File: src/rtl/timer_pkg.sv
// -----------------------------------------------------------------------------
// timer_pkg
//   Shared constants and types for the stopwatch datapath.
//
//   Contents:
//     TIMER_CLK_HZ        system clock frequency
//     DEBOUNCE_10MS       stable cycles required before a key level is accepted
//     CLR_HOLD_DEFAULT    cycles the clear request is held (longer than one tick)
//     TICK_PERIOD_CYCLES  worst-case spacing of 10 ms tick edges, in clk cycles
//     db_state_t          debouncer state encoding
// -----------------------------------------------------------------------------
package timer_pkg;

    localparam int TIMER_CLK_HZ       = 100_000_000;
    localparam int DEBOUNCE_10MS      = 1_000_000;
    localparam int CLR_HOLD_DEFAULT   = 1_100_000;
    localparam int TICK_PERIOD_CYCLES = 1_000_002;

    // Debouncer states. CHK_* are the "candidate level seen, counting" states.
    typedef enum logic [1:0] {
        DB_LOW      = 2'd0,
        DB_CHK_HIGH = 2'd1,
        DB_HIGH     = 2'd2,
        DB_CHK_LOW  = 2'd3
    } db_state_t;

endpackage : timer_pkg

File: src/rtl/key_debounce.sv
// -----------------------------------------------------------------------------
// key_debounce
//   Synchronises one raw, bouncing push-button into the clk domain, accepts a
//   new level only after it has been stable for DEBOUNCE_CYCLES consecutive
//   cycles, and emits a single-cycle pulse when the debounced level goes high.
//
//   Parameters:
//     DEBOUNCE_CYCLES  stable cycles required (>= 2)
//
//   Ports:
//     clk    in   system clock
//     rst    in   synchronous, active-high reset
//     key    in   raw asynchronous button, active-high
//     press  out  registered one-cycle pulse on the cycle the FSM enters HIGH
// -----------------------------------------------------------------------------
module key_debounce
    import timer_pkg::*;
#(
    parameter int DEBOUNCE_CYCLES = DEBOUNCE_10MS
) (
    input  logic clk,
    input  logic rst,
    input  logic key,
    output logic press
);

    localparam int              CNT_W    = $clog2(DEBOUNCE_CYCLES);
    // The counter holds "cycles already seen stable"; the transition fires on
    // the edge that would make it reach DEBOUNCE_CYCLES.
    localparam logic [CNT_W-1:0] CNT_LAST = CNT_W'(DEBOUNCE_CYCLES - 1);
    localparam logic [CNT_W-1:0] CNT_MAX  = '1;
    localparam logic [CNT_W-1:0] CNT_ONE  = CNT_W'(1);

    logic             sync_meta;
    logic             sync;
    db_state_t        state;
    db_state_t        state_nxt;
    logic [CNT_W-1:0] cnt;
    logic [CNT_W-1:0] cnt_nxt;
    logic [CNT_W-1:0] cnt_inc;
    logic             press_nxt;

    // Saturating increment: the counter never wraps back to zero.
    assign cnt_inc = (cnt == CNT_MAX) ? cnt : cnt + CNT_ONE;

    // NOTE: every register here uses <= so all flops sample the pre-edge values
    // of each other; with = the two synchroniser stages would collapse into one.
    always_ff @(posedge clk) begin
        if (rst) begin
            sync_meta <= 1'b0;
            sync      <= 1'b0;
            state     <= DB_LOW;
            cnt       <= '0;
            press     <= 1'b0;
        end else begin
            sync_meta <= key;
            sync      <= sync_meta;
            state     <= state_nxt;
            cnt       <= cnt_nxt;
            press     <= press_nxt;
        end
    end

    // NOTE: defaults are assigned before the case so every path drives every
    // output; a missing assignment on some path would infer a latch.
    always_comb begin
        state_nxt = state;
        cnt_nxt   = cnt;
        press_nxt = 1'b0;

        case (state)
            DB_LOW: begin
                if (sync) begin
                    state_nxt = DB_CHK_HIGH;
                    cnt_nxt   = CNT_ONE;
                end else begin
                    cnt_nxt   = '0;
                end
            end

            DB_CHK_HIGH: begin
                if (!sync) begin
                    state_nxt = DB_LOW;
                    cnt_nxt   = '0;
                end else if (cnt >= CNT_LAST) begin
                    state_nxt = DB_HIGH;
                    cnt_nxt   = '0;
                    press_nxt = 1'b1;
                end else begin
                    cnt_nxt   = cnt_inc;
                end
            end

            DB_HIGH: begin
                if (!sync) begin
                    state_nxt = DB_CHK_LOW;
                    cnt_nxt   = CNT_ONE;
                end else begin
                    cnt_nxt   = '0;
                end
            end

            DB_CHK_LOW: begin
                if (sync) begin
                    state_nxt = DB_HIGH;
                    cnt_nxt   = '0;
                end else if (cnt >= CNT_LAST) begin
                    state_nxt = DB_LOW;
                    cnt_nxt   = '0;
                end else begin
                    cnt_nxt   = cnt_inc;
                end
            end

            default: begin
                state_nxt = DB_LOW;
                cnt_nxt   = '0;
            end
        endcase
    end

endmodule : key_debounce

File: src/rtl/timer_key_conditioner.sv
// -----------------------------------------------------------------------------
// timer_key_conditioner
//   Conditions the start/stop and clear buttons for the stopwatch counting
//   stage. Each button is debounced; an accepted start/stop press toggles
//   pause, an accepted clear press forces pause high and raises clr for
//   CLR_HOLD_CYCLES cycles so the slow 10 ms stage is sure to sample it.
//
//   Parameters:
//     DEBOUNCE_CYCLES  stable cycles before a key level is accepted (>= 2)
//     CLR_HOLD_CYCLES  cycles clr stays high per accepted clear press
//                      (must exceed one 10 ms tick period)
//
//   Ports:
//     clk       in   100 MHz system clock
//     rst       in   synchronous, active-high reset
//     key_ss    in   raw start/stop button
//     key_clr   in   raw clear button
//     pause     out  1 = counting stopped (registered, resets to 1)
//     clr       out  clear request to the counting stage (registered)
//     ss_press  out  one-cycle pulse per accepted start/stop press
// -----------------------------------------------------------------------------
module timer_key_conditioner
    import timer_pkg::*;
#(
    parameter int DEBOUNCE_CYCLES = DEBOUNCE_10MS,
    parameter int CLR_HOLD_CYCLES = CLR_HOLD_DEFAULT
) (
    input  logic clk,
    input  logic rst,
    input  logic key_ss,
    input  logic key_clr,
    output logic pause,
    output logic clr,
    output logic ss_press
);

    localparam int              HOLD_W    = $clog2(CLR_HOLD_CYCLES);
    // clr is already high on the load edge, so the counter covers the
    // remaining CLR_HOLD_CYCLES-1 cycles and clr drops on the edge after it
    // reaches zero.
    localparam logic [HOLD_W-1:0] HOLD_LAST = HOLD_W'(CLR_HOLD_CYCLES - 1);
    localparam logic [HOLD_W-1:0] HOLD_ONE  = HOLD_W'(1);

    logic              clr_press;
    logic              pause_nxt;
    logic              clr_nxt;
    logic [HOLD_W-1:0] hold_cnt;
    logic [HOLD_W-1:0] hold_cnt_nxt;

    key_debounce #(
        .DEBOUNCE_CYCLES (DEBOUNCE_CYCLES)
    ) u_db_ss (
        .clk   (clk),
        .rst   (rst),
        .key   (key_ss),
        .press (ss_press)
    );

    key_debounce #(
        .DEBOUNCE_CYCLES (DEBOUNCE_CYCLES)
    ) u_db_clr (
        .clk   (clk),
        .rst   (rst),
        .key   (key_clr),
        .press (clr_press)
    );

    // Priority: a clear press beats everything (including a simultaneous
    // start/stop press), an active hold pins pause high and swallows start/stop
    // presses, and only when idle does a start/stop press toggle pause.
    always_comb begin
        pause_nxt    = pause;
        clr_nxt      = clr;
        hold_cnt_nxt = hold_cnt;

        if (clr_press) begin
            pause_nxt    = 1'b1;
            clr_nxt      = 1'b1;
            hold_cnt_nxt = HOLD_LAST;
        end else if (clr) begin
            pause_nxt = 1'b1;
            if (hold_cnt == '0) begin
                clr_nxt = 1'b0;
            end else begin
                hold_cnt_nxt = hold_cnt - HOLD_ONE;
            end
        end else if (ss_press) begin
            pause_nxt = ~pause;
        end
    end

    always_ff @(posedge clk) begin
        if (rst) begin
            pause    <= 1'b1;
            clr      <= 1'b0;
            hold_cnt <= '0;
        end else begin
            pause    <= pause_nxt;
            clr      <= clr_nxt;
            hold_cnt <= hold_cnt_nxt;
        end
    end

endmodule : timer_key_conditioner

File: config.mk
export PLATFORM = sky130hd
export DESIGN_NAME = timer_key_conditioner
export DESIGN_NICKNAME = d
export VERILOG_FILES = /design/src/rtl/timer_pkg.sv /design/src/rtl/key_debounce.sv /design/src/rtl/timer_key_conditioner.sv
export SDC_FILE = /design/constraint.sdc
export NUM_CORES = 1
export LEC_CHECK = 0
export CAP_MARGIN = 15
export CORE_MARGIN = 1
export CORE_UTILIZATION = 50
export DETAILED_ROUTE_END_ITERATION = 12
export PLACE_DENSITY = 0.66
export SETUP_SLACK_MARGIN = 0.4
export SKIP_LAST_GASP = 1
export SYNTH_ARGS = -nofsm -noshare
export SYNTH_HDL_FRONTEND = slang
export SYNTH_SLANG_ARGS = --single-unit
File: constraint.sdc
create_clock -name clk -period 2.55 [get_ports clk]
set_clock_uncertainty 0.05 [all_clocks]
set_input_delay 0.6375 -clock clk [delete_from_list [all_inputs] [get_ports clk]]
set_output_delay 0.6375 -clock clk [all_outputs]
set_load 0.1 [all_outputs]
* After elaboration in Yosys (flattened, before gate mapping) *
Cells that the tools add are included.

storage, ports and cells
  bits in registers = 73
  input bits = 4
  logic and storage cells = 90

cells by class
  add/sub/neg operators = 3
  order comparisons = 2
  eq/ne operators = 17
  multiplexer cells = 36
  bitwise gates (word level) = 6
  reduce and logical (&&, ||, !) cells = 12

operators by type and width
  cell                                                count
  two-way mux 20 bit                                  8
  one-hot mux 20 bit (4 select lines)                 2
  two-way mux 21 bit                                  3
  adder 20 x 1 -> 20 bit, second input constant       2
  == test 20 bit, second input constant               2
  >= comparator 20 bit, second input constant         2
  two-way mux 2 bit                                   12
  logical NOT 21 bit                                  1
  subtractor 21 x 1 -> 21 bit, second input constant  1
  one-hot mux 2 bit (4 select lines)                  2
  two-way mux 1 bit                                   9
  OR reduction 3 bit                                  3
  == test 2 bit, second input constant                4
  AND reduction 4 bit                                 2
  != test 2 x 1 -> 1 bit, second input constant       3
  != test 3 x 1 -> 1 bit, second input constant       2
  != test 3 bit, second input constant                2
  NOT 1 bit                                           6
  == test 2 x 1 -> 1 bit, second input constant       2
  logical NOT 2 bit                                   2
  != test 2 bit, second input constant                2
  AND reduction 2 bit                                 2
  nonzero test 2 bit                                  1
  OR reduction 2 bit                                  1

* Depth between registers and ports, before layout *
  depth after elaboration = 5
  gate-level depth with buffers = 9

* Modules after synthesis *
From an unflattened synthesis, not the netlist that was laid out.

unflattened totals
  cell total of the unflattened synthesis = 430
  area total of the unflattened synthesis = 3729.8 µm²

modules (own cells, without submodules)
  module                 instances  cells an instance  area an instance (µm²)
  key_debounce           2          140                1222.4
  timer_key_conditioner  1          150                1285.0

* Worst setup path after synthesis *
OpenSTA, ideal clock, no wires.

  kind = reg-to-reg
  from = register clr
  to = register hold_cnt[14]
  setup time = 0.074 ns
  data arrival time = 2.227 ns
  required time = 2.426 ns
  setup slack = 0.199 ns
  cell stages (with the launch flop) = 5
  buffers on the path = 0
  period minus slack after synthesis = 2.351 ns
  path through = dfxtp_1 -> nor4bb_1 -> o21ai_1 -> or3_2 -> a31oi_1

between the ends
  word-level cells in the longest chain between the ends = 2

ends and longest elaborated chain
  what                           line                          RTL
  start, declared                timer_key_conditioner.sv:33   output logic clr,
  start signal, assigned         timer_key_conditioner.sv:99   clr <= clr_nxt;
  nonzero test 2 bit (no line)   --
  AND reduction 2 bit (no line)  --
  end signal, assigned           timer_key_conditioner.sv:100  hold_cnt <= hold_cnt_nxt;
  end, declared                  timer_key_conditioner.sv:47   logic [HOLD_W-1:0] hold_cnt;

No other way between the ends.
A chain may end at the register's enable or synchronous reset.

* Worst setup path in the final report *
  from = register hold_cnt[0]
  to = register hold_cnt[15]

between the ends
  word-level cells in the longest chain between the ends = 4

ends and longest elaborated chain
  what                         line                         RTL
  subtractor 21 x 1 -> 21 bit  timer_key_conditioner.sv:85  hold_cnt_nxt = hold_cnt - HOLD_ONE;
  two-way mux 21 bit           timer_key_conditioner.sv:82  if (hold_cnt == '0) begin
  two-way mux 21 bit           timer_key_conditioner.sv:80  end else if (clr) begin
  two-way mux 21 bit           timer_key_conditioner.sv:76  if (clr_press) begin

Several ways; a longest one is shown, not always the timed one. The select of a mux whose other input is x is not followed.

==> flow_summary.ini <==
[routing]
viasPerCell = 5.86
postRouteAntennaNets = 0
routed_wl_um = 7430
route.detailed.drc = 0
via_count = 3093
drt-pass1-iter-count = 4
drt_iter0_markers = 122
wl_per_cell_um = 14.1

[hold_path]
holdPathStages = 1
min_from = u_db_clr.sync_meta$_SDFF_PP0_
min_to = u_db_clr.sync$_SDFF_PP0_
hold_path_class = flip-flop to flip-flop

[cts]
root_buffer = clkbuf_8
cts_tree = built
cts-buffers-inserted = 9
cts_buffer_depth = 2
cts.sink_count = 73
ctsHtreeMaxLevel = 3
clk_pin_slew_ns = 0.08
clock_latency_ns = 0.34

[timing]
final.setup.worst_slack_ns = 0.389
relSlewSlack_pct = 60.9
finalMaxSlewViolations = 0
grt_setup_unrepaired = true
fin_crit_sh_pct = 84.8
period_needed_ns = 2.16
worst_pin_slew_ns = 0.585
finalSetupViolCount = 0
whs_ns = 0.391
fin_setup_tns_ns = 0
fmax_ghz = 0.463
hold_viol_final = 0

[die]
die_width_um = 86.3
initial_core_util_pct = 52.1
die_h_um = 86.3
row_count = 30
dieArea_sq_um = 7450
ios = 7
design.core.area_sq_um = 6830

[global_route]
grt_usage_pct = 21.2
grtUsageMet3_pct = 3.81
grt.met2_usage_pct = 34.3
use_met1_pct = 27.2
antenna_found_initial = 0
grt_max_degree = 27
grt_busiest_layer = met2
grt_pass1_vias = 2760
grt_pass1_wl_um = 12500
overflow = 0

[synthesis]
postSynthCellCount = 411
avgSynthCellArea_sq_um = 8.65
ys_seq_area_share_pct = 41.1
synth.area.mux_share_pct = 1.69
netlist_area_sq_um = 3560
ys_types = 60
synth_fp_nets = 419
synth_top_family_by_area = simple AND/OR/NAND/NOR gates
yosys.area_share.simple_pct = 31.0
ys_ff_latch = 73
synth-xor-area-share_pct = 7.64
synth_compound_area_share_pct = 14.4
synth_edf_count = 0
synth_fa_ha_area_share_pct = 1.41
synth_ff_type = dfxtp_1
synth_warnings = 0
synth-async-reset-ratio_pct = 0

[pwr]
ir_drop_mv = 0.426
p_per_area_nw_per_um2 = 517
p_leak_uw = 0.00131

[critical_path]
slowest_stage = or4_2
crit_fanout = 7
reg2reg_depth = 7
critPathTopFamily = simple AND/OR/NAND/NOR gates
path_class = flip-flop to flip-flop
cp_data_required_time_ns = 2.77
end_kind = flip-flop
cpPeakStageDelay_ns = 0.64
r2r_start = hold_cnt[0]$_SDFFE_PP0P_
crit_arrival_ns = 2.38
r2r_end = hold_cnt[15]$_SDFFE_PP0P_
cp_cell_sequence = inv_1, ha_2, nor4b_1, and4_4, a21o_4, or4_2, a31oi_2
r2r_slack_ns = 0.39
start_kind = flip-flop
critPathBufInv = 1

[cells_and_area]
diodes = 0
nNetsFinal = 435
fillCellCount = 621
design_area_sq_um = 4070
drive_gt1_share_pct = 16.9
utilization_pct = 59.6
area_delta_synth_final_pct = 14.5

[placement]
finalWeightedCongestion = 0.888
dpl_cell_area_sq_um = 3750
hpwl_um = 5030
portBuffers = 6
dp_slack_ns = 0.288

[job]
drv_cap = 0

[outcome]
outcome = finished, final reports clean
==> per-stage QoR <==
| step | total power [uW] | std cells |
|---|---|---|
| after floorplan | 1190 | 411 |
| after global placement | 1200 | 509 |
| after detailed placement | 1200 | 509 |
| after CTS | 2130 | 526 |
| after global routing | 2180 | 528 |
| final | 2110 | 528 |
==> what timing repair did <==
action,CTS,global route
hold buffers,0,0
setup endpoints to repair,10,27
buffers inserted,0,2
pin swaps,2,6
resized for setup,7,21
cloned,1,0
==> power by group <==
group / leakage, uW / total [uW] / internal, uW / switching, uW
Combinational: 0.000609 / 28.5 / 13.0 / 15.5
Clock: 0.000109 / 931 / 502 / 429
Sequential: 0.000592 / 1150 / 1140 / 2.93
==> how the worst max path moves through the flow <==
stage | from | cells past startpoint | endpoint
after detailed placement | hold_cnt[0]$_SDFFE_PP0P_ | 7 | hold_cnt[15]$_SDFFE_PP0P_
after global placement | hold_cnt[0]$_SDFFE_PP0P_ | 7 | hold_cnt[15]$_SDFFE_PP0P_
after floorplan | hold_cnt[0]$_SDFFE_PP0P_ | 8 | hold_cnt[15]$_SDFFE_PP0P_
final | hold_cnt[0]$_SDFFE_PP0P_ | 7 | hold_cnt[15]$_SDFFE_PP0P_
after CTS | hold_cnt[0]$_SDFFE_PP0P_ | 7 | hold_cnt[15]$_SDFFE_PP0P_
after global routing | hold_cnt[0]$_SDFFE_PP0P_ | 7 | hold_cnt[15]$_SDFFE_PP0P_
==> flip-flops by register name (all words and copies together) (netlist names), named ones only <==
signal / flops
u_db_ss.state: 1
clr: 1
pause: 1
u_db_clr.press: 1
u_db_clr.cnt: 20
u_db_ss.cnt: 20
u_db_ss.sync: 1
u_db_clr.state: 1
u_db_ss.press: 1
u_db_ss.sync_meta: 1
hold_cnt: 21
u_db_clr.sync_meta: 1
u_db_clr.sync: 1
==> final cells by class <==
class	instances	area, sq um	area share (%)
clock buffer	11	151	3.72
tap	96	120	2.95
multi-input combinational	313	2080	51.2
inverter	10	37.5	0.922
sequential	73	1470	36.1
timing repair buffer	20	155	3.81
clock inverter	5	53.8	1.32
==> layout by cell type, fill, tap and decap left out, types with 5 or more instances in the layout <==
cell type,netlist,routed
dfxtp_1,73,68
nor2_1,47,47
a21oi_1,24,24
nand2_1,20,20
nor3_1,22,20
xnor2_1,17,17
nand4_1,17,17
o21ai_0,17,16
buf_4,0,16
nand3_1,15,15
xor2_1,14,14
clkbuf_8,0,11
or4_1,11,10
inv_1,8,8
a31oi_1,8,7
nor2b_1,6,6
nand2b_1,6,6
and3_1,6,6
mux2i_1,6,6
or3_1,7,6
nor4_1,5,5
o31ai_1,5,5
==> layer usage <==
layer,part of all wire [%],wire length (um)
met5,0,0
met4,1.9,138
met3,2.9,215
met2,46,3430
met1,49,3650
==> cells by family (layout without fill, tap and decap cells) <==
family / after synthesis / count (layout)
flops: 73 / 73
xor+xnor: 31 / 31
buf+inv: 25 / 46
mux: 6 / 6
compound gates: 79 / 79
fa+ha+maj: 4 / 4
simple gates: 193 / 193
==> cells in the mapped netlist, types with 3 or more instances <==
cell      count  area, sq um
ha_1          4         50.1
nor2_1       47          176
a211oi_1      7         52.6
xor2_1       14          123
dfxtp_1      73         1460
nor3b_1       3         22.5
xnor2_1      17          149
buf_2         3         15.0
nand2b_1      6         37.5
a31oi_1       8         50.1
and2_1        3         18.8
o31ai_1       5         37.5
a21oi_1      24          120
clkbuf_1     10         37.5
or3_1         7         43.8
nand4_1      17          106
o21ai_0      17         85.1
nor2b_1       6         37.5
o211ai_1      4         30.0
nor3_1       22          110
inv_1         8         30.0
mux2i_1       6         60.1
nand3_1      15         75.1
or4_1        11         82.6
and4_1        5         43.8
nand2_1      20         75.1
nor4_1        5         31.3
and3_1        6         37.5
No activity file was read; power rests on OpenSTA's default activity.
